File: src/rtl/fast_circle_fetch.sv
// Raster-scans FAST candidate centres, reading each centre pixel plus its radius-3 Bresenham ring
// and handing the 17-pixel bundle downstream over valid/ready. Define FAST_ROI_EN for a region of interest.
module fast_circle_fetch #(
  parameter int X_MAX   = 64,
  parameter int Y_MAX   = 64,
  parameter int PIXEL_W = 8,
  parameter int BORDER  = 3
) (
  input  logic                       clk,
  input  logic                       n_rst,
  input  logic                       start,
  input  logic                       new_trans,
`ifdef FAST_ROI_EN
  input  logic [$clog2(X_MAX)-1:0]   roi_x0,
  input  logic [$clog2(X_MAX)-1:0]   roi_x1,
  input  logic [$clog2(Y_MAX)-1:0]   roi_y0,
  input  logic [$clog2(Y_MAX)-1:0]   roi_y1,
`endif
  output logic                       ren,
  output logic [$clog2(X_MAX)-1:0]   x_addr,
  output logic [$clog2(Y_MAX)-1:0]   y_addr,
  input  logic [PIXEL_W-1:0]         rdat,
  output logic                       out_valid,
  input  logic                       out_ready,
  output logic [PIXEL_W-1:0]         center_pix,
  output logic [16*PIXEL_W-1:0]      ring_pix,
  output logic [$clog2(X_MAX)-1:0]   out_x,
  output logic [$clog2(Y_MAX)-1:0]   out_y,
  output logic                       busy,
  output logic                       done
);

  localparam int XW = $clog2(X_MAX);
  localparam int YW = $clog2(Y_MAX);

  localparam logic [2:0] S_IDLE    = 3'd0;
  localparam logic [2:0] S_FETCH   = 3'd1;
  localparam logic [2:0] S_DRAIN   = 3'd2;
  localparam logic [2:0] S_PRESENT = 3'd3;
  localparam logic [2:0] S_ADVANCE = 3'd4;
  localparam logic [2:0] S_DONE    = 3'd5;

  // Ring offsets clockwise from twelve o'clock
  localparam int RING_DX [16] = '{0, 1, 2, 3, 3, 3, 2, 1, 0, -1, -2, -3, -3, -3, -2, -1};
  localparam int RING_DY [16] = '{-3, -3, -2, -1, 0, 1, 2, 3, 3, 3, 2, 1, 0, -1, -2, -3};

  logic [2:0]    state_reg, state_next;
  logic [XW-1:0] cx_reg, cx_next;
  logic [YW-1:0] cy_reg, cy_next;
  logic [XW-1:0] x_lo_reg, x_lo_next, x_hi_reg, x_hi_next;
  logic [YW-1:0] y_lo_reg, y_lo_next, y_hi_reg, y_hi_next;
  logic [4:0]    k_reg, k_next;
  logic          rd_valid_reg;
  logic [4:0]    rd_idx_reg;

  int            lo_x, hi_x, lo_y, hi_y;
  logic          scan_empty;
  logic [3:0]    off_idx;
  int            dx, dy, ax, ay;

  logic [16:0][PIXEL_W-1:0] slots;

  always_comb begin
`ifdef FAST_ROI_EN
    lo_x = (int'(roi_x0) > BORDER) ? int'(roi_x0) : BORDER;
    hi_x = (int'(roi_x1) < X_MAX - 1 - BORDER) ? int'(roi_x1) : X_MAX - 1 - BORDER;
    lo_y = (int'(roi_y0) > BORDER) ? int'(roi_y0) : BORDER;
    hi_y = (int'(roi_y1) < Y_MAX - 1 - BORDER) ? int'(roi_y1) : Y_MAX - 1 - BORDER;
`else
    lo_x = BORDER;
    hi_x = X_MAX - 1 - BORDER;
    lo_y = BORDER;
    hi_y = Y_MAX - 1 - BORDER;
`endif
    scan_empty = (lo_x > hi_x) || (lo_y > hi_y);
  end

  // Read 0 is the centre; reads 1..16 walk the ring
  always_comb begin
    off_idx = 4'(k_reg - 5'd1);
    dx = 0;
    dy = 0;
    if (k_reg != 5'd0) begin
      dx = RING_DX[off_idx];
      dy = RING_DY[off_idx];
    end
    ax = int'(cx_reg) + dx;
    ay = int'(cy_reg) + dy;
  end

  assign ren       = (state_reg == S_FETCH);
  assign x_addr    = ren ? XW'(ax) : '0;
  assign y_addr    = ren ? YW'(ay) : '0;
  assign out_valid = (state_reg == S_PRESENT);
  assign busy      = (state_reg != S_IDLE);
  assign done      = (state_reg == S_DONE);
  assign out_x     = out_valid ? cx_reg : '0;
  assign out_y     = out_valid ? cy_reg : '0;

  always_comb begin
    state_next = state_reg;
    cx_next    = cx_reg;
    cy_next    = cy_reg;
    k_next     = k_reg;
    x_lo_next  = x_lo_reg;
    x_hi_next  = x_hi_reg;
    y_lo_next  = y_lo_reg;
    y_hi_next  = y_hi_reg;
    if (new_trans) begin
      state_next = S_IDLE;
      cx_next    = '0;
      cy_next    = '0;
      k_next     = '0;
    end else begin
      case (state_reg)
        S_IDLE: begin
          if (start) begin
            x_lo_next  = XW'(lo_x);
            x_hi_next  = XW'(hi_x);
            y_lo_next  = YW'(lo_y);
            y_hi_next  = YW'(hi_y);
            cx_next    = XW'(lo_x);
            cy_next    = YW'(lo_y);
            k_next     = '0;
            state_next = scan_empty ? S_DONE : S_FETCH;
          end
        end
        S_FETCH: begin
          if (k_reg == 5'd16) begin
            k_next     = '0;
            state_next = S_DRAIN;
          end else begin
            k_next = k_reg + 5'd1;
          end
        end
        S_DRAIN: state_next = S_PRESENT;
        S_PRESENT: begin
          if (out_ready) state_next = S_ADVANCE;
        end
        S_ADVANCE: begin
          if (cx_reg == x_hi_reg) begin
            cx_next = x_lo_reg;
            if (cy_reg == y_hi_reg) begin
              state_next = S_DONE;
            end else begin
              cy_next    = cy_reg + YW'(1);
              state_next = S_FETCH;
            end
          end else begin
            cx_next    = cx_reg + XW'(1);
            state_next = S_FETCH;
          end
        end
        S_DONE: begin
          cx_next    = '0;
          cy_next    = '0;
          state_next = S_IDLE;
        end
        default: state_next = S_IDLE;
      endcase
    end
  end

  always_ff @(posedge clk or negedge n_rst) begin
    if (!n_rst) begin
      state_reg <= S_IDLE;
      cx_reg    <= '0;
      cy_reg    <= '0;
      k_reg     <= '0;
      x_lo_reg  <= '0;
      x_hi_reg  <= '0;
      y_lo_reg  <= '0;
      y_hi_reg  <= '0;
    end else begin
      state_reg <= state_next;
      cx_reg    <= cx_next;
      cy_reg    <= cy_next;
      k_reg     <= k_next;
      x_lo_reg  <= x_lo_next;
      x_hi_reg  <= x_hi_next;
      y_lo_reg  <= y_lo_next;
      y_hi_reg  <= y_hi_next;
    end
  end

  // SRAM data lags ren by a cycle, so the read index travels with it
  always_ff @(posedge clk or negedge n_rst) begin
    if (!n_rst) begin
      rd_valid_reg <= 1'b0;
      rd_idx_reg   <= '0;
    end else if (new_trans) begin
      rd_valid_reg <= 1'b0;
      rd_idx_reg   <= '0;
    end else begin
      rd_valid_reg <= ren;
      rd_idx_reg   <= k_reg;
    end
  end

  genvar gi;
  generate
    for (gi = 0; gi < 17; gi++) begin : g_slot
      logic [PIXEL_W-1:0] slot_reg;
      always_ff @(posedge clk or negedge n_rst) begin
        if (!n_rst) begin
          slot_reg <= '0;
        end else if (new_trans) begin
          slot_reg <= '0;
        end else if (rd_valid_reg && (rd_idx_reg == 5'(gi))) begin
          slot_reg <= rdat;
        end
      end
      assign slots[gi] = slot_reg;
    end
  endgenerate

  assign center_pix = slots[0];
  assign ring_pix   = slots[16:1];

endmodule

File: config.mk
export PLATFORM = sky130hd
export DESIGN_NAME = fast_circle_fetch
export DESIGN_NICKNAME = d
export VERILOG_FILES = /design/src/rtl/fast_circle_fetch.sv
export SDC_FILE = /design/constraint.sdc
export NUM_CORES = 1
export LEC_CHECK = 0
export CORE_MARGIN = 2
export CORE_UTILIZATION = 45
export DETAILED_ROUTE_END_ITERATION = 16
export GPL_ROUTABILITY_DRIVEN = 0
export PLACE_DENSITY = 0.73
export SYNTH_ARGS = -nofsm -noshare
export SYNTH_HDL_FRONTEND = slang
export SYNTH_SLANG_ARGS = --single-unit
export TNS_END_PERCENT = 5
File: constraint.sdc
create_clock -name clk -period 5.72 [get_ports clk]
set_input_delay 1.716 -clock clk [delete_from_list [all_inputs] [get_ports clk]]
set_output_delay 1.716 -clock clk [all_outputs]
set_load 0.03 [all_outputs]
Yosys cells after proc, flatten, opt, wreduce, memory -nomap -nowiden

Memories as Yosys holds them, arrays and structs flattened.
Index checks and enable logic that the tools add are counted.
W data, S select, Z words.

Bits in read-only memories: 1024
Memories: 2
Output and inout port bits: 164
Bits in registers: 164

Reductions and logical operators: 45
Magnitude comparators: 1
Equality and inequality tests: 29
Muxes and demuxes: 65
Bitwise operators: 2
Add/subtract/negate cells: 6

Memory list:

| name            | words | width | read ports | clocked after Yosys merged registers in | write ports | RTL line | text |
|---|---|---|---|---|---|---|---|
| (no name shown) | 16    | 32    | 1          | 0                                       | 0           | 85       | `dy = RING_DY[off_idx];` |
| (no name shown) | 16    | 32    | 1          | 0                                       | 0           | 84       | `dx = RING_DX[off_idx];` |

Operators by type and width:

| kind                  | number |
|---|---|
| $mux W8               | 34 |
| $mux W6               | 16 |
| $eq A5 B4 Y1 const B  | 8 |
| $pmux W6 S3           | 2 |
| $reduce_bool A2 Y1    | 17 |
| $eq A5 B3 Y1 const B  | 4 |
| $mux W5               | 4 |
| $mux W3               | 6 |
| $logic_and A1 B1 Y1   | 17 |
| $pmux W3 S5           | 1 |
| $add A6 B1 Y6 const B | 2 |
| $add A6 B6 Y6         | 2 |
| $eq A6 B6 Y1          | 2 |
| $eq A5 B2 Y1 const B  | 2 |
| $eq A5 B5 Y1 const B  | 2 |
| $pmux W5 S2           | 1 |
| $ne A3 B3 Y1 const B  | 3 |
| $eq A3 B2 Y1 const B  | 2 |
| $eq A3 B3 Y1 const B  | 2 |
| $ne A3 B2 Y1 const B  | 2 |
| $reduce_and A3 Y1     | 2 |
| $reduce_bool A3 Y1    | 2 |
| $add A5 B1 Y5 const B | 1 |
| $eq A5 B1 Y1 const B  | 1 |
| other kinds (12)      | 13 |

Depth between registers and ports, before layout

Depth after elaboration: 8
Mapped depth: 16

Worst setup path before layout

No wires, ideal clock.

Path kind: flip-flop to output port
Start point: reg k_reg[0]
End point: out y_addr[4]
Stages on the path, launching flop included: 14
Buffers on the path: 2
Arrival time: 3241 ps
Data required time: 4004 ps
Setup slack: 763 ps
Path through: dfrtp_1 > buf_2 > inv_1 > ha_1 > buf_2 > xor2_1 > nor2_1 > a21oi_1 > nor2_1 > ha_1 > fa_1 > a2111oi_2 > nor3_1 > nor3_1

Word-level cells in the longest chain between the ends: 8
Elaborated cells on any way between the ends: 9

Ends and longest elaborated chain:

| item                                        | RTL line | text |
|---|---|---|
| start, declared                             | 52       | `logic [4:0] k_reg, k_next;` |
| start signal, assigned                      | 178      | `k_reg <= k_next;` |
| $sub A4 B1 Y4                               | 80       | `off_idx = 4'(k_reg - 5'd1);` |
| $not A4 Y5 (not written as such)            | 85       |  |
| $mem_v2 Z16 W32                             | -        |  |
| $mux W6 (not written as such) (2 in series) | 85       |  |
| $mux W6 *                                   | 83       | `if (k_reg != 5'd0) begin` |
| $add A6 B6 Y6 *                             | 88       | `ay = int'(cy_reg) + dy;` |
| $mux W6 *                                   | 93       | `assign y_addr = ren ? YW'(ay) : '0;` |
| end, declared                               | 21       | `output logic [$clog2(Y_MAX)-1:0] y_addr,` |

Mark *: on every way between the ends. The rest lies on a longest branch, timed or not. The select of a mux whose other input is x is not followed.

Worst setup path after layout

Start point: reg k_reg[1]
End point: out y_addr[2]

The elaborated chain is that of the path after synthesis.

==> results by group <==
Outcome
  • Status: completed

Worst setup path
  • Critical-path maximum fanout: 8
  • R2R depth: 4
  • CP Class: reg2out
  • Crit path from: k_reg[1]
  • R2R Path End: g_slot[11].slot_reg[3]
  • Startpoint Class: register
  • Worst R2R Start: rd_idx_reg[3]
  • R2r setup slk: 3.25 ns
  • Required @ worst endpoint: 4.00 ns
  • Setup crit end kind: output port
  • Worst EP arrival: around 3.7 ns
  • CP endpoint: y_addr[2]

Synthesis
  • Post-synth EDFFs: 0
  • Syn Nets: roughly 830
  • Synth Flop Type: dfrtp_1
  • Post-synth ARST share: between 90% and 100%
  • Post-synthesis cell count: between 800 and 900
  • Post-synthesis sequential area ratio: roughly half
  • Netlist cell types: 58
  • Avg Inst Size Synth: 9.84 um2
  • Synthesized flop and latch total: ~160
  • Mapped cell area: ~0.008 mm2
  • Ys Warns: 0

GRT
  • Antenna violations before repair: 0
  • Global-route wire length before repair: between 30 and 40 mm
  • Vias in the first global route: ~6,200
  • Largest net degree at the start of global routing: 100
  • Total gr overflow: 0
  • Total track usage: 23.4%

Timing
  • Final setup violating endpoints: 0
  • Fmax: around 180 MHz
  • Tightest Pin Transition: approximately 1.1 ns
  • Final slew viol count: 0
  • Fin. Hold Viols: 0
  • Final Critical Period: 5.45 ns
  • RSZ-0062 raised after global routing: false
  • Worst slew margin: about a quarter
  • Fin Setup TNS: 0 ns
  • Fin Clk Skew: around 0.012 ns
  • Crit share post-route: ~95%
  • Post-route setup slack: about 0.27 ns

Detailed routing
  • DR iter-0 viols: 510
  • Vias per cell: about 5.4
  • Avg WL per Cell: 17.9 um
  • Routed WL: roughly 21 mm
  • Post-route ant nets: 0
  • TritonRoute pass-1 iters: 5
  • Via count of the routed design: ~6,400
  • Drt drc: 0

Clocking
  • TritonCTS clock tree: built
  • Root Buffer: clkbuf_16
  • H-tree depth: 4
  • Postcts setup bufs: 0
  • Clk_lat worst skew: about 0.43 ns
  • CTS Hold Bufs: 0
  • CTS Buf Count: 17
  • Clk buf depth: 2
  • Clock sink total: between 150 and 200
  • Clock Pin Slew Worst Setup and Hold Paths: roughly 0.060 ns
  • Resized cells post-CTS: 2

Pwr
  • Leak: 4.77 nW
  • PD cells: 242 mW/mm2
  • Peak VDD IR: about 0.2 mV
  • Power, Total: around 0.0025 W

Die
  • Die W: around 140 um
  • DIE AREA: roughly 0.019 mm2
  • I/O pins: 177
  • Chip height: 136 um
  • FP Rows: between 40 and 50
  • Core ar.: roughly 0.017 mm2
  • Initial Util: between 40% and 50%

Layout
  • Most common cell after layout, fill and taps aside: clkdlybuf4s50_1
  • Max FFs per register: between 100 and 150
  • Share of cells above drive strength 1: 6.35%
  • Commonest cells after routing, fill and taps aside: clkdlybuf4s50_1 (168), dfrtp_1 (163), nor2_1 (131)
  • Area Growth Syn to Fin: 31.2%
  • Fin nets: 980
  • Diode count: 0

Placed design
  • Post-DP HPWL: between 10 and 15 mm
  • IO Port Bufs: between 150 and 200
  • Dpl ws: around 0.38 ns

Job
  • Maxcap violations: 0

Min path
  • Hold crit path type: reg2reg
  • Hold path cells: 2
-- cells by family (layout without fill, tap and decap cells) --
kind of cell,count (synthesis),count (layout),synth area share [%]
simple gates,337,337,19.7
flops,163,163,51.7
mux,98,98,12.4
compound gates,97,97,7.59
buf+inv,72,231,3.68
fa+ha+maj,18,18,3.04
xor+xnor,17,17,1.89
-- how the worst min path moves through the flow --
stage                      startpoint                endpoint  slack [ns]
2_1_floorplan                k_reg[4]                k_reg[4]        0.53
6_report        g_slot[3].slot_reg[5]   g_slot[3].slot_reg[5]        0.52
5_1_grt         g_slot[2].slot_reg[0]   g_slot[2].slot_reg[0]        0.53
4_1_cts         g_slot[2].slot_reg[0]   g_slot[2].slot_reg[0]        0.52
3_5_place_dp   g_slot[15].slot_reg[4]  g_slot[15].slot_reg[4]        0.51
3_3_place_gp   g_slot[15].slot_reg[2]  g_slot[15].slot_reg[2]        0.50
-- critical path, stage by stage (launching register included) --
cell	delay, ns
dfrtp_1	0.46
inv_1	0.16
ha_1	0.19
buf_4	0.16
xor2_1	0.30
nor2_1	0.07
a21oi_1	0.12
nor2_1	0.05
ha_1	0.22
fa_1	0.43
xor2_1	0.20
xnor2_1	0.16
nor2_1	0.09
clkdlybuf4s50_1	0.68
-- cell type report --
type	count	area, um2
Clock buffer	20	457
Fill cell	1494	6880
Inverter	14	52.6
Sequential cell	163	4080
Multi-Input combinational cell	567	3540
Timing Repair Buffer	186	1850
Tap cell	225	282
Clock inverter	11	104
-- synthesized netlist by cell type (2+ instances only) --
master,n,area (um2)
a211oi_1,3,22.5
a21o_1,3,22.5
a21oi_1,49,245
a31oi_1,4,25.0
and2_1,7,43.8
and3_1,8,50.1
buf_2,7,35.0
buf_4,3,22.5
clkbuf_1,47,176
dfrtp_1,163,4080
fa_1,2,40.0
ha_1,16,200
inv_1,13,48.8
mux2i_1,97,971
nand2_1,75,282
nand2b_1,6,37.5
nand3_1,50,250
nand4_1,5,31.3
nor2_1,132,495
nor2b_1,11,68.8
nor3_1,23,115
nor3b_1,3,22.5
nor4b_1,2,17.5
o21ai_0,16,80.1
o22a_1,2,17.5
o31ai_1,5,37.5
or2_2,3,18.8
or3_1,2,12.5
xnor2_1,10,87.6
xor2_1,7,61.3
-- metrics by stage --
| step | hold slack (ns) | cells | utilization [%] | instance area [um2] |
|---|---|---|---|---|
| after floorplan | 0.527 | 802 | - | 7890 |
| after global routing | 0.532 | 1186 | 60.1 | 10400 |
| after detailed placement | 0.511 | 1155 | 56.7 | 9780 |
| after global placement | 0.501 | 1155 | 56.7 | 9780 |
| final | 0.520 | 1186 | 60.1 | 10400 |
| after CTS | 0.523 | 1186 | 60.0 | 10300 |
-- where the power goes --
group / internal (W) / switching, W / total (W) / leakage [nW]
clock: 0.000622 / 0.000465 / 0.00109 / 0.273
sequential: 0.00116 / 0.0000173 / 0.00118 / 2.26
combinational: 0.0000784 / 0.000158 / 0.000237 / 2.24
total: 0.00186 / 0.000640 / 0.00250 / 4.77
-- per-layer routing --
| layer | global-route usage, % | wire, um | vias up |
|---|---|---|---|
| met5 | 0 | 0 | - |
| met4 | 10.7 | 669 | 0 |
| met3 | 3.84 | 827 | 47 |
| met2 | 35.7 | 9950 | 170 |
| met1 | 32.6 | 9750 | 3132 |
| li1 | - | - | 3025 |
No activity file was read; power rests on OpenSTA's default activity.
